<file path="config.mk">
export PLATFORM = sky130hd
export DESIGN_NAME = id_stage_pipe
export DESIGN_NICKNAME = d
export VERILOG_FILES = /design/src/rtl/id_pkg.sv /design/src/rtl/id_decode.sv /design/src/rtl/id_stage_pipe.sv
export SDC_FILE = /design/constraint.sdc
export NUM_CORES = 1
export LEC_CHECK = 0
export ABC_AREA = 1
export BUFFER_PORTS_ARGS = -buffer_cell sky130_fd_sc_hd__buf_2
export CORE_MARGIN = 3
export CORE_UTILIZATION = 29
export DETAILED_ROUTE_END_ITERATION = 8
export PLACE_DENSITY_LB_ADDON = 0.2
export SETUP_SLACK_MARGIN = 0.5
export SKIP_CTS_REPAIR_TIMING = 1
export SYNTH_ARGS = -nofsm -noshare
export SYNTH_HDL_FRONTEND = slang
export SYNTH_SLANG_ARGS = --single-unit
export TNS_END_PERCENT = 50
</file>
<file path="constraint.sdc">
create_clock -name clk -period 3.75 [get_ports clk]
set_clock_uncertainty 0.2 [all_clocks]
set_input_delay 0.5625 -clock clk [delete_from_list [all_inputs] [get_ports clk]]
set_output_delay 0.5625 -clock clk [all_outputs]
set_load 0.05 [all_outputs]
</file>
<file path="src/rtl/id_pkg.sv">
// id_pkg: opcode and ALU encodings plus the decoded-control struct shared
// by the decoder and the ID/EX pipeline stage.
package id_pkg;

    localparam logic [3:0] OP_ADI  = 4'b0000;
    localparam logic [3:0] OP_ADD  = 4'b0001;
    localparam logic [3:0] OP_NAND = 4'b0010;
    localparam logic [3:0] OP_LW   = 4'b0100;
    localparam logic [3:0] OP_SW   = 4'b0101;
    localparam logic [3:0] OP_BEQ  = 4'b1000;
    localparam logic [3:0] OP_BLT  = 4'b1001;
    localparam logic [3:0] OP_BLE  = 4'b1010;
    localparam logic [3:0] OP_JAL  = 4'b1100;
    localparam logic [3:0] OP_JLR  = 4'b1101;
    localparam logic [3:0] OP_JRI  = 4'b1111;

    localparam logic [2:0] ALU_ADD   = 3'b000;
    localparam logic [2:0] ALU_ADDV  = 3'b001;
    localparam logic [2:0] ALU_ADDC  = 3'b010;
    localparam logic [2:0] ALU_ADDV2 = 3'b011;
    localparam logic [2:0] ALU_NAND  = 3'b100;
    localparam logic [2:0] ALU_NANDV = 3'b101;
    localparam logic [2:0] ALU_CMP   = 3'b110;

    // rd is 0 for instructions that do not write a register.
    typedef struct packed {
        logic [2:0] alu;
        logic       reg_wr;
        logic       mem_wr;
        logic       mem_rd;
        logic [2:0] rd;
        logic       src_a_used;
        logic       src_b_used;
        logic       illegal;
    } id_ctrl_t;

endpackage

</file>
<file path="src/rtl/id_decode.sv">
// id_decode: purely combinational instruction decoder, ir -> id_ctrl_t.
// Fields: op=IR[15:12], RA=IR[11:9], RB=IR[8:6], RC=IR[5:3], func=IR[2:0].
module id_decode
    import id_pkg::*;
(
    input  logic [15:0] ir,
    output id_ctrl_t    ctrl
);

    logic [3:0] op;
    logic [2:0] ra;
    logic [2:0] rb;
    logic [2:0] rc;
    logic [2:0] func;

    assign op   = ir[15:12];
    assign ra   = ir[11:9];
    assign rb   = ir[8:6];
    assign rc   = ir[5:3];
    assign func = ir[2:0];

    // Opcode/func decode; all-zero word is a legal NOP, illegal encodings leave every enable low.
    always_comb begin
        ctrl = '0;
        if (ir != '0) begin
            case (op)
                OP_ADI: begin
                    ctrl.reg_wr     = 1'b1;
                    ctrl.rd         = rb;
                    ctrl.src_a_used = 1'b1;
                end
                OP_ADD: begin
                    case (func)
                        3'b011:                 ctrl.alu = ALU_ADDC;
                        3'b100, 3'b101, 3'b110: ctrl.alu = ALU_ADDV;
                        3'b111:                 ctrl.alu = ALU_ADDV2;
                        default:                ctrl.alu = ALU_ADD;
                    endcase
                    ctrl.reg_wr     = 1'b1;
                    ctrl.rd         = rc;
                    ctrl.src_a_used = 1'b1;
                    ctrl.src_b_used = 1'b1;
                end
                OP_NAND: begin
                    case (func)
                        3'b000, 3'b001, 3'b010: ctrl.alu = ALU_NAND;
                        3'b100, 3'b101, 3'b110: ctrl.alu = ALU_NANDV;
                        default:                ctrl.illegal = 1'b1;
                    endcase
                    if (!ctrl.illegal) begin
                        ctrl.reg_wr     = 1'b1;
                        ctrl.rd         = rc;
                        ctrl.src_a_used = 1'b1;
                        ctrl.src_b_used = 1'b1;
                    end
                end
                OP_LW: begin
                    ctrl.reg_wr     = 1'b1;
                    ctrl.mem_rd     = 1'b1;
                    ctrl.rd         = ra;
                    ctrl.src_b_used = 1'b1;
                end
                OP_SW: begin
                    ctrl.mem_wr     = 1'b1;
                    ctrl.src_a_used = 1'b1;
                    ctrl.src_b_used = 1'b1;
                end
                OP_BEQ, OP_BLT, OP_BLE: begin
                    ctrl.alu        = ALU_CMP;
                    ctrl.src_a_used = 1'b1;
                    ctrl.src_b_used = 1'b1;
                end
                OP_JAL: begin
                    ctrl.reg_wr = 1'b1;
                    ctrl.rd     = ra;
                end
                OP_JLR: begin
                    ctrl.reg_wr     = 1'b1;
                    ctrl.rd         = ra;
                    ctrl.src_b_used = 1'b1;
                end
                OP_JRI: begin
                    ctrl.src_a_used = 1'b1;
                end
                default: ctrl.illegal = 1'b1;
            endcase
        end
    end

endmodule

</file>
<file path="src/rtl/id_stage_pipe.sv">
// id_stage_pipe: decode stage with ID/EX register, valid/ready handshake,
// flush, load-use interlock (one bubble per hazard) and a saturating bubble
// counter. Optional macro ID_ILLEGAL_TRAP_EN adds ex_illegal and the sticky
// illegal_seen outputs.
module id_stage_pipe
    import id_pkg::*;
#(
    parameter int PC_W       = 16,
    parameter int ALU_CTRL_W = 3,
    parameter int REG_ADDR_W = 3,
    parameter int CNT_W      = 16
) (
    input  logic                  clk,
    input  logic                  rst_n,
    input  logic                  in_valid,
    output logic                  in_ready,
    input  logic [PC_W-1:0]       pc_in,
    input  logic [PC_W-1:0]       pc2_in,
    input  logic [15:0]           ir_in,
    input  logic                  flush,
    input  logic                  out_ready,
    output logic                  ex_valid,
    output logic [PC_W-1:0]       ex_pc,
    output logic [PC_W-1:0]       ex_pc2,
    output logic [15:0]           ex_ir,
    output logic [ALU_CTRL_W-1:0] ex_alu_ctrl,
    output logic                  ex_reg_wr_en,
    output logic                  ex_mem_wr_en,
    output logic                  ex_mem_rd_en,
    output logic [REG_ADDR_W-1:0] ex_rd_addr,
    output logic [CNT_W-1:0]      bubble_cnt
`ifdef ID_ILLEGAL_TRAP_EN
    ,
    output logic                  ex_illegal,
    output logic                  illegal_seen
`endif
);

    id_ctrl_t dec;

    id_decode u_decode (
        .ir   (ir_in),
        .ctrl (dec)
    );

    logic                  ex_valid_q,     ex_valid_d;
    logic [PC_W-1:0]       ex_pc_q,        ex_pc_d;
    logic [PC_W-1:0]       ex_pc2_q,       ex_pc2_d;
    logic [15:0]           ex_ir_q,        ex_ir_d;
    logic [ALU_CTRL_W-1:0] ex_alu_ctrl_q,  ex_alu_ctrl_d;
    logic                  ex_reg_wr_q,    ex_reg_wr_d;
    logic                  ex_mem_wr_q,    ex_mem_wr_d;
    logic                  ex_mem_rd_q,    ex_mem_rd_d;
    logic [REG_ADDR_W-1:0] ex_rd_addr_q,   ex_rd_addr_d;
    logic [CNT_W-1:0]      bubble_cnt_q,   bubble_cnt_d;
`ifdef ID_ILLEGAL_TRAP_EN
    logic                  ex_illegal_q,   ex_illegal_d;
    logic                  illegal_seen_q, illegal_seen_d;
`endif

    logic advance;
    logic src_hit;
    logic load_use;
    logic accept;

    // Handshake and load-use interlock against the load sitting in ID/EX.
    always_comb begin
        advance  = !ex_valid_q || out_ready;
        src_hit  = !dec.illegal &&
                   ((dec.src_a_used && ex_rd_addr_q == REG_ADDR_W'(ir_in[11:9])) ||
                    (dec.src_b_used && ex_rd_addr_q == REG_ADDR_W'(ir_in[8:6])));
        load_use = in_valid && ex_valid_q && ex_mem_rd_q && src_hit;
        in_ready = rst_n && (flush || (advance && !load_use));
        accept   = !flush && in_valid && in_ready;
    end

    // ID/EX next state: flush > accept > bubble > hold; data fields hold on bubbles.
    always_comb begin
        ex_valid_d    = ex_valid_q;
        ex_pc_d       = ex_pc_q;
        ex_pc2_d      = ex_pc2_q;
        ex_ir_d       = ex_ir_q;
        ex_alu_ctrl_d = ex_alu_ctrl_q;
        ex_reg_wr_d   = ex_reg_wr_q;
        ex_mem_wr_d   = ex_mem_wr_q;
        ex_mem_rd_d   = ex_mem_rd_q;
        ex_rd_addr_d  = ex_rd_addr_q;
        bubble_cnt_d  = bubble_cnt_q;
`ifdef ID_ILLEGAL_TRAP_EN
        ex_illegal_d   = ex_illegal_q;
        illegal_seen_d = illegal_seen_q;
`endif
        if (flush || (!accept && advance)) begin
            ex_valid_d = 1'b0;
`ifdef ID_ILLEGAL_TRAP_EN
            ex_illegal_d = 1'b0;
`endif
        end else if (accept) begin
            ex_valid_d    = 1'b1;
            ex_pc_d       = pc_in;
            ex_pc2_d      = pc2_in;
            ex_ir_d       = ir_in;
            ex_alu_ctrl_d = ALU_CTRL_W'(dec.alu);
            ex_reg_wr_d   = dec.reg_wr;
            ex_mem_wr_d   = dec.mem_wr;
            ex_mem_rd_d   = dec.mem_rd;
            ex_rd_addr_d  = REG_ADDR_W'(dec.rd);
`ifdef ID_ILLEGAL_TRAP_EN
            ex_illegal_d   = dec.illegal;
            illegal_seen_d = illegal_seen_q || dec.illegal;
`endif
        end
        if (load_use && advance && !flush && bubble_cnt_q != '1) begin
            bubble_cnt_d = bubble_cnt_q + CNT_W'(1);
        end
    end

    // Pipeline register and counters, asynchronously cleared.
    always_ff @(posedge clk or negedge rst_n) begin
        if (!rst_n) begin
            ex_valid_q    <= 1'b0;
            ex_pc_q       <= '0;
            ex_pc2_q      <= '0;
            ex_ir_q       <= '0;
            ex_alu_ctrl_q <= '0;
            ex_reg_wr_q   <= 1'b0;
            ex_mem_wr_q   <= 1'b0;
            ex_mem_rd_q   <= 1'b0;
            ex_rd_addr_q  <= '0;
            bubble_cnt_q  <= '0;
`ifdef ID_ILLEGAL_TRAP_EN
            ex_illegal_q   <= 1'b0;
            illegal_seen_q <= 1'b0;
`endif
        end else begin
            ex_valid_q    <= ex_valid_d;
            ex_pc_q       <= ex_pc_d;
            ex_pc2_q      <= ex_pc2_d;
            ex_ir_q       <= ex_ir_d;
            ex_alu_ctrl_q <= ex_alu_ctrl_d;
            ex_reg_wr_q   <= ex_reg_wr_d;
            ex_mem_wr_q   <= ex_mem_wr_d;
            ex_mem_rd_q   <= ex_mem_rd_d;
            ex_rd_addr_q  <= ex_rd_addr_d;
            bubble_cnt_q  <= bubble_cnt_d;
`ifdef ID_ILLEGAL_TRAP_EN
            ex_illegal_q   <= ex_illegal_d;
            illegal_seen_q <= illegal_seen_d;
`endif
        end
    end

    assign ex_valid     = ex_valid_q;
    assign ex_pc        = ex_pc_q;
    assign ex_pc2       = ex_pc2_q;
    assign ex_ir        = ex_ir_q;
    assign ex_alu_ctrl  = ex_alu_ctrl_q;
    assign ex_reg_wr_en = ex_reg_wr_q;
    assign ex_mem_wr_en = ex_mem_wr_q;
    assign ex_mem_rd_en = ex_mem_rd_q;
    assign ex_rd_addr   = ex_rd_addr_q;
    assign bubble_cnt   = bubble_cnt_q;
`ifdef ID_ILLEGAL_TRAP_EN
    assign ex_illegal   = ex_illegal_q;
    assign illegal_seen = illegal_seen_q;
`endif

endmodule

</file>
==> results of run 1 <==
[registers in the layout (all words and copies together), names as in the netlist]
register	count
bubble_cnt	16
ex_alu_ctrl	3
ex_ir	16
ex_mem_rd_en	1
ex_mem_wr_en	1
ex_pc	16
ex_pc2	16
ex_rd_addr	3
ex_reg_wr_en	1
ex_valid	1
[logic make-up (layout without fill, tap and decap cells)]
family | after synthesis | in the layout
and+or+nand+nor | 317 | 317
xor gates and xnor gates | 20 | 20
DFF | 74 | 74
buffers and inverters | 56 | 174
AOI/OAI and AO/OA | 12 | 12
adders and majority gates | 1 | 1
[cells in the final DEF (no fill, tap or decap), types with 2 or more instances in the layout]
| master | instances |
|---|---|
| o211ai_1 | 2 |
| buf_4 | 4 |
| nand2_1 | 194 |
| nand4_1 | 63 |
| clkbuf_8 | 2 |
| a21oi_1 | 2 |
| inv_1 | 26 |
| nor2_4 | 4 |
| o21ai_0 | 2 |
| buf_2 | 126 |
| nand2_2 | 10 |
| clkinv_2 | 3 |
| xnor2_1 | 4 |
| inv_2 | 3 |
| nand3_2 | 2 |
| o21ai_1 | 3 |
| xor2_1 | 16 |
| nor3_1 | 4 |
| dfrtp_1 | 74 |
| nand3_1 | 11 |
| nor2_1 | 23 |
| clkbuf_16 | 9 |
[power breakdown]
| group | switching, uW | internal, uW | leakage [uW] | total (uW) |
|---|---|---|---|---|
| registers | 60.8 | 901 | 0.000955 | 962 |
| logic | 555 | 154 | 0.00160 | 709 |
| clock network | 327 | 477 | 0.000138 | 804 |
[final timing paths]
path / endpoint / slack [ps] / cells past startpoint
max: ex_reg_wr_en / 840 / 9
min: ex_pc2[15] / 260 / 2
max reg2reg: ex_reg_wr_en / 840 / 9
min reg2reg: ex_pc2[15] / 260 / 2
max in group asynchronous: ex_rd_addr[1] / 2410 / 2
min in group asynchronous: bubble_cnt[0] / 300 / 2
[synthesized netlist by cell type]
cell,number,area [sq um]
nand2_1,194,728
inv_1,27,101
ha_1,1,12.5
buf_4,4,30.0
nand4_1,63,394
nand2_2,10,62.6
dfrtp_1,74,1850
xor2_1,16,140
buf_8,1,15.0
buf_6,3,33.8
a21boi_0,1,7.51
or2_2,1,6.26
nand2_4,1,11.3
o22ai_1,1,6.26
nor2_2,1,6.26
nor3_1,4,20.0
nand3_2,2,20.0
nand3_4,1,17.5
nor4_1,1,6.26
buf_2,7,35.0
clkbuf_1,12,45.0
o21ai_1,3,15.0
nor2_1,24,90.1
o21ai_0,2,10.0
a211oi_1,1,7.51
xnor2_1,4,35.0
nor2_4,3,33.8
inv_2,2,7.51
a21oi_1,2,10.0
and3_1,1,6.26
nand3_1,11,55.1
o211ai_1,2,15.0
[area by class of cell]
cell class | instances | area, sq um | area share
Inverter | 29 | 109 | 0.0225
Clock inverter | 3 | 15.0 | 0.00311
Multi-Input combinational cell | 350 | 1720 | 0.357
Timing Repair Buffer | 130 | 661 | 0.137
Sequential cell | 74 | 1850 | 0.383
Tap cell | 172 | 215 | 0.0445
Clock buffer | 12 | 256 | 0.0531
[worst max-delay path, cell delays in order (launching register included)]
cell and delay, ps:
dfrtp_1 400, inv_1 60, nor2_1 40, inv_1 60, or2_2 110, nand2_1 70, inv_2 760, nand3_4 740
nand2_1 260, nand2_1 70
[layer usage]
layer  wire (um)  vias up  GRT usage
li1            -     1804          -
met2        5010      107      0.239
met1        5210     1689      0.209
met4         172        0     0.0630
met5           0        -          0
met3         632       12     0.0312
[per-stage QoR]
step / hold WS, ps / util / setup slack [ps]
after floorplan: 66.9 / - / 983
after global placement: 249 / 0.357 / 648
after detailed placement: 254 / 0.357 / 594
after CTS: 261 / 0.378 / 771
after global routing: 268 / 0.378 / 495
final: 264 / 0.378 / 836
==> flow_summary.toml, run 1 <==
[die]
core_sq_mm = 0.0128
io_pins = 128
die_x_um = 121
die_h_um = 121
die_area_sq_mm = 0.0146
initial_core_util = 0.300
rows = 41

[global_routing]
track_usage = 0.154
grt_pass1_vias = 3465
grt_start_max_net_pins = 75
grt_pass1_wl_mm = 17.8
globalRoute.totalOverflow = 0
antenna_found_initial = 0

[final_layout]
postLayoutCellArea_sq_mm = 0.00483
nets = 648
drive_gt1_frac = 0.279
final.fill_count = 1359
syn_to_final_growth_pct = 26.0
num_antenna_cells = 0
instances_no_fill = 770

[run_status]
outcome = "finished, final reports clean"

[detailed_routing]
wl_per_cell_um = 14.3
drt-pass1-iter-count = 4
via_per_inst = 4.69
ant_nets = 0
drt-total-wl_mm = 11.0
drt_iter0_drc = 252
drc = 0
num_vias = 3612

[power]
power.density_mw_per_mm2 = 512
irDropWorstVdd_mv = 0.236
total_power_uw = 2470
p_leak_uw = 0.00270

[clock_network]
cts_root_buffer = "clkbuf_16"
cts_buffers = 9
clk_path_buf_depth = 2
cts_tree = "built"
cts.clk_slew.worst_paths_ps = 60
cts_max_level = 3
clock_latency_ps = 330
cts_sinks = 74

[logic_synthesis]
synthesis.area_sq_mm = 0.00384
muxShareOfSynthArea = 0
ys_warn_count = 0
synth.net_count = 534
synth_compound_area_frac = 0.0186
synth-simple-area-share = 0.380
synth_seq_cells = 74
synth_seq_area_share = 0.483
synth-xor-area-share = 0.0457
synth_top_family_by_area = "simple AND/OR/NAND/NOR gates"
postSynthAreaPerCell_sq_um = 7.99
yosysUniqueCellTypes = 32
synthCells = 480
synth_fa_ha_area_frac = 0.00326

[critical_path]
critPathRequiredTime_ps = 3770
regToRegStartpoint = "ex_valid"
crit_arrival_ps = 2930
cp-end-kind = "register"
worstSetupStartpointType = "register"
path_max_fanout = 58
cp-startpoint = "ex_valid"
crit_type = "register to register"

[timing]
worst_pin_slew_ps = 1070
fin_setup_tns_ps = 0
layout_min_cycle_time_ps = 2910
finalHoldViolCount = 0
maxSlewHeadroom = 0.287
post-route-period-util = 0.777
slew_violations = 0
clock.fmax_mhz = 343
rsz0062_at_grt = "yes"
setup_violations = 0

[flow_run]
drv_cap = 0

[min_path]
hold_path_class = "register to register"
min_from = "ex_pc2[15]"

[placement]
place_inst = 755
dp_hpwl_mm = 7.31
placed_area_sq_mm = 0.00456
placement.io_buffers = 127
place.gp.congestion = 0.789
Power figures use the tool's default switching activity.
==> run 2: changes to the inputs <==
--- a/config.mk
+++ b/config.mk
@@ -5,7 +5,7 @@
 export SDC_FILE = /design/constraint.sdc
 export NUM_CORES = 1
 export LEC_CHECK = 0
-export ABC_AREA = 1
+export ABC_AREA = 0
 export BUFFER_PORTS_ARGS = -buffer_cell sky130_fd_sc_hd__buf_2
 export CORE_MARGIN = 3
 export CORE_UTILIZATION = 29
==> constraint.sdc (replaced) <==
create_clock -name clk -period 2.75 [get_ports clk]
set_clock_uncertainty 0.2 [all_clocks]
set_input_delay 0.4125 -clock clk [delete_from_list [all_inputs] [get_ports clk]]
set_output_delay 0.4125 -clock clk [all_outputs]
set_load 0.05 [all_outputs]
==> flow_summary.toml, run 2 <==
[critical_path]
path_max_fanout = 2
cp-end-kind = "output pin"
worstSetupStartpointType = "primary input"
crit_arrival_ps = 2050
critPathRequiredTime_ps = 2140
r2r_cells = 9
crit_type = "primary input to output pin"

[die]
initial_core_util = 0.304
die_h_um = 117
die_x_um = 117
rows = 39
die_area_sq_mm = 0.0137
io_pins = 128
core_sq_mm = 0.0117

[clock_network]
cts_root_buffer = "clkbuf_16"
clock_latency_ps = 330
cts.clk_slew.worst_paths_ps = 60
cts_sinks = 74
cts_buffers = 9
cts_max_level = 3
clk_path_buf_depth = 2
cts_tree = "built"

[timing]
layout_min_cycle_time_ps = 2670
fin_ws_ps = 84.8
slew_violations = 0
finalHoldViolCount = 0
clock.fmax_mhz = 375
setup_violations = 0
whs_ps = 97.3
worst_pin_slew_ps = 634
post-route-period-util = 0.969
maxSlewHeadroom = 0.577
rsz0062_at_grt = "yes"

[detailed_routing]
drt-total-wl_mm = 9.10
drc = 0
num_vias = 2695
drt_iter0_drc = 55
ant_nets = 0
drt-pass1-iter-count = 4
via_per_inst = 4.70
wl_per_cell_um = 15.9

[placement]
place_inst = 545
place.gp.congestion = 0.746
place_ws_ps = -17.8
placement.io_buffers = 127
dp_hpwl_mm = 6.42

[final_layout]
num_antenna_cells = 0
layout_commonest_cell = "buf_2"
drive_gt1_frac = 0.594
instances_no_fill = 574
syn_to_final_growth_pct = 44.2
layout_common_cells = "122 x buf_2, 74 x dfrtp_1, 40 x mux2_4"
nets = 480

[power]
total_power_uw = 3760
power_frac_comb = 0.324
pwr-share-clk = 0.317
power.density_mw_per_mm2 = 732
p_leak_uw = 0.00250
irDropWorstVdd_mv = 0.292
power.switching_uw = 1360
switching_share = 0.363
power.share.sequential = 0.359
p_int_uw = 2400

[logic_synthesis]
synth_seq_cells = 74
synth_edf_count = 0
synthesis.area_sq_mm = 0.00356
synthTopCellsByCount = "74 x dfrtp_1, 39 x mux2_4, 18 x mux2_2"
synth_seq_area_share = 0.520
synthFlopType = "dfrtp_1"
yosys-top-cells-area = "dfrtp_1 52%, mux2_4 16%, mux2_2 5.7%"
yosys.area.top_type = "dfrtp_1"
async_flop_share = 1.00
yosysTopAreaCellShare = 0.520
synthCells = 273
yosysUniqueCellTypes = 42
synth_most_common_cell = "dfrtp_1"
postSynthAreaPerCell_sq_um = 13.1
synth.net_count = 327
ys_warn_count = 0

[global_routing]
antenna_found_initial = 0
grt_pass1_wl_mm = 13.8
track_usage = 0.130
globalRoute.totalOverflow = 0
grt_pass1_vias = 2628
grt_start_max_net_pins = 51

[min_path]
min_delay_path_depth = 2
hold_path_class = "primary input to register"

[flow_run]
drv_cap = 0

[run_status]
outcome = "finished, final reports clean"
run 2: cell count changes after synthesis, sizes merged, moves of 3 or more:
cell     previous run  this run
a22oi               0         3
inv                29         3
clkbuf             12         9
nor2               28        14
mux2                0        57
nand3              14        10
nor3                4         8
nor4                1        10
a221oi              0         3
buf                15         7
nand2             205        13
o2bb2ai             0         3
nand4              63         3
run 2: worst max-delay path, cell delays in order:
cell and delay [ps]:
buf_6 90, and3b_1 180, or4_4 490, a2111oi_4 430, o21bai_2 140, nand2_2 120, nor2_4 40, buf_6 150
run 2: cell families after synthesis:
group	count (synthesis)	share of synthesized area
AO/OA/AOI/OAI	28	0.0629
multiplexers	57	0.221
buffers and inverters	19	0.0330
adder cells (fa/ha/maj)	1	0.00351
flip-flops	74	0.520
XOR/XNOR	21	0.0516
AND/OR/NAND/NOR	73	0.108
run 2: area by class of cell:
type	instances	area (sq um)
Tap cell	143	179
Fill cell	1117	6570
Multi-Input combinational cell	180	1760
Inverter	3	11.3
Sequential cell	74	1850
Timing Repair Buffer	158	1030
Clock inverter	4	50.0
Clock buffer	12	256
run 2: final timing paths:
path | slack [ps] | end | start
worst max register to register | 370 | bubble_cnt[5] | ex_rd_addr[2]
worst max-delay path | 80 | in_ready | ir_in[0]
worst min register to register | 300 | ex_pc[3] | ex_pc[3]
max in group asynchronous | 1260 | ex_pc2[11] | rst_n
min in group asynchronous | 430 | bubble_cnt[7] | rst_n
worst min-delay path | 100 | ex_valid | flush
run 2: power by group through the flow:
stage          sequential [uW]  clock, uW  combinational, uW
6_report                  1350       1190               1220
3_5_place_dp              1360          0               1200
3_3_place_gp              1360          0               1200
5_1_grt                   1370       1280               1280
4_1_cts                   1350       1230               1200
2_1_floorplan             1950          0                306
run 2: per-stage QoR:
stage               instance area [sq um]   util  TNS (ps)
global placement                     4460  0.381     -2.55
detailed placement                   4460  0.381     -24.0
finish                               5140  0.439         0
CTS                                  4770  0.407         0
global route                         5140  0.439         0
floorplan                            3600      -         0
run 2: layer usage:
| layer | part of all wire | GRT usage | up-vias |
|---|---|---|---|
| met1 | 0.45 | 0.172 | 1314 |
| met5 | 0 | 0 | - |
| met3 | 0.055 | 0.0334 | 11 |
| met4 | 0.013 | 0.0543 | 0 |
| li1 | - | - | 1281 |
| met2 | 0.48 | 0.203 | 89 |
==> run 3: changes to the inputs <==
--- a/config.mk
+++ b/config.mk
@@ -10,7 +10,6 @@
 export CORE_MARGIN = 3
 export CORE_UTILIZATION = 29
 export DETAILED_ROUTE_END_ITERATION = 8
-export PLACE_DENSITY_LB_ADDON = 0.2
 export SETUP_SLACK_MARGIN = 0.5
 export SKIP_CTS_REPAIR_TIMING = 1
 export SYNTH_ARGS = -nofsm -noshare
==> flow_summary.toml, run 3 (synthesis results as in run 2) <==
[timing]
fin_setup_tns_ps = 0
clock.fmax_mhz = 375
layout_min_cycle_time_ps = 2670
worst_pin_slew_ps = 694
whs_ps = 106
fin_ws_ps = 84.2
post-route-period-util = 0.969
rsz0062_at_grt = "yes"
setup_violations = 0
maxSlewHeadroom = 0.537
finalHoldViolCount = 0
slew_violations = 0

[die]
die_h_um = 117
initial_core_util = 0.304
core_sq_mm = 0.0117
die_x_um = 117
io_pins = 128
die_area_sq_mm = 0.0137
rows = 39

[clock_network]
clk_path_buf_depth = 2
cts_max_level = 3
cts.clk_slew.worst_paths_ps = 50
clock_latency_ps = 330
cts_buffers = 9
cts_tree = "built"
cts_sinks = 74
cts_root_buffer = "clkbuf_16"

[global_routing]
grt_start_max_net_pins = 55
globalRoute.totalOverflow = 0
antenna_found_initial = 0
grt_pass1_vias = 2693
track_usage = 0.134
grt_pass1_wl_mm = 14.0

[final_layout]
regArea_sq_mm = 0.00185
final.fill_count = 1097
layout_common_cells = "122 x buf_2, 74 x dfrtp_1, 40 x mux2_4"
final_core_util = 0.450
drive_gt1_frac = 0.597
layout_commonest_cell = "buf_2"
nets = 487
multi_input_area_sq_mm = 0.00177
syn_to_final_growth_pct = 47.9

[placement]
dp_hpwl_mm = 6.40
place.gp.congestion = 0.830
place_ws_ps = 9.17
placement.io_buffers = 127

[critical_path]
worstSetupStartpointType = "primary input"
path_max_fanout = 2
worst_path_dominant_cell_family = "simple AND/OR/NAND/NOR gates"
critPathBufInv = 2
cp-end-kind = "output pin"
crit_arrival_ps = 2050
max_stage_delay_ps = 490
path_cells = "buf_8, and3b_1, or4_4, a2111oi_4, o21bai_2, nand2_2, nor2_4, buf_6"
critPathRequiredTime_ps = 2140
cp_slowest_cell = "or4_4"
crit_type = "primary input to output pin"

[detailed_routing]
drc = 0
drt-total-wl_mm = 9.43
drt_iter0_drc = 178
ant_nets = 0
via_per_inst = 4.73
wl_per_cell_um = 16.2
drt-pass1-iter-count = 4
num_vias = 2750

[power]
irDropWorstVdd_mv = 0.431
p_leak_uw = 0.00257
power.density_mw_per_mm2 = 754

[run_status]
outcome = "finished, final reports clean"

[flow_run]
drv_cap = 0

[min_path]
hold_path_class = "primary input to register"
==> run 3: cell types whose count changed in the layout (fill, tap and decap cells not counted), moves of 2 or more <==
cell        previous run  this run
nor3_1                 8         2
nor3_4                 0         6
buf_4                 18        23
nor4_1                 1         5
bufinv_16              1         4
nor4_2                 5         2
buf_8                  2         4
clkbuf_8               2         0
clkinvlp_4             2         0
==> run 3: per-layer routing <==
metal / global-route usage / part of all wire / up-vias
li1: - / - / 1303
met1: 0.171 / 0.42 / 1339
met2: 0.210 / 0.50 / 98
met3: 0.0422 / 0.062 / 10
met4: 0.0581 / 0.012 / 0
met5: 0 / 0 / -
==> run 3: path summary, 6_finish.rpt <==
| path | startpoint | depth (start not counted) | end | slack, ps |
|---|---|---|---|---|
| worst max-delay path | ir_in[0] | 8 | in_ready | 80 |
| worst min-delay path | flush | 2 | ex_valid | 110 |
| worst max register to register | ex_rd_addr[1] | 7 | ex_pc[13] | 380 |
| worst min register to register | bubble_cnt[14] | 1 | bubble_cnt[14] | 280 |
| max in group asynchronous | rst_n | 3 | ex_pc[2] | 1230 |
| min in group asynchronous | rst_n | 3 | ex_alu_ctrl[1] | 420 |
==> run 3: metrics by stage <==
| stage | total power (uW) | instances | instance area [sq um] |
|---|---|---|---|
| floorplan | 2250 | 273 | 3600 |
| global placement | 2550 | 545 | 4450 |
| detailed placement | 2570 | 545 | 4450 |
| CTS | 4010 | 560 | 4810 |
| global route | 4160 | 580 | 5270 |
| finish | 3970 | 581 | 5270 |
==> run 3: where the power goes <==
| group | internal (uW) | leakage (uW) | switching, uW | total (uW) |
|---|---|---|---|---|
| registers | 1250 | 0.000924 | 92.9 | 1350 |
| clock network | 969 | 0.000175 | 433 | 1400 |
| logic | 393 | 0.00147 | 834 | 1230 |
| total | 2620 | 0.00257 | 1360 | 3970 |
==> run 3: cell type report <==
| cell class | count | area share |
|---|---|---|
| sequential | 74 | 0.351 |
| multi-input combinational | 180 | 0.336 |
| timing repair buffer | 165 | 0.209 |
| clock buffer | 9 | 0.0427 |
| tap | 143 | 0.0340 |
| clock inverter | 6 | 0.0247 |
| inverter | 3 | 0.00214 |
| antenna | 1 | 0.000475 |
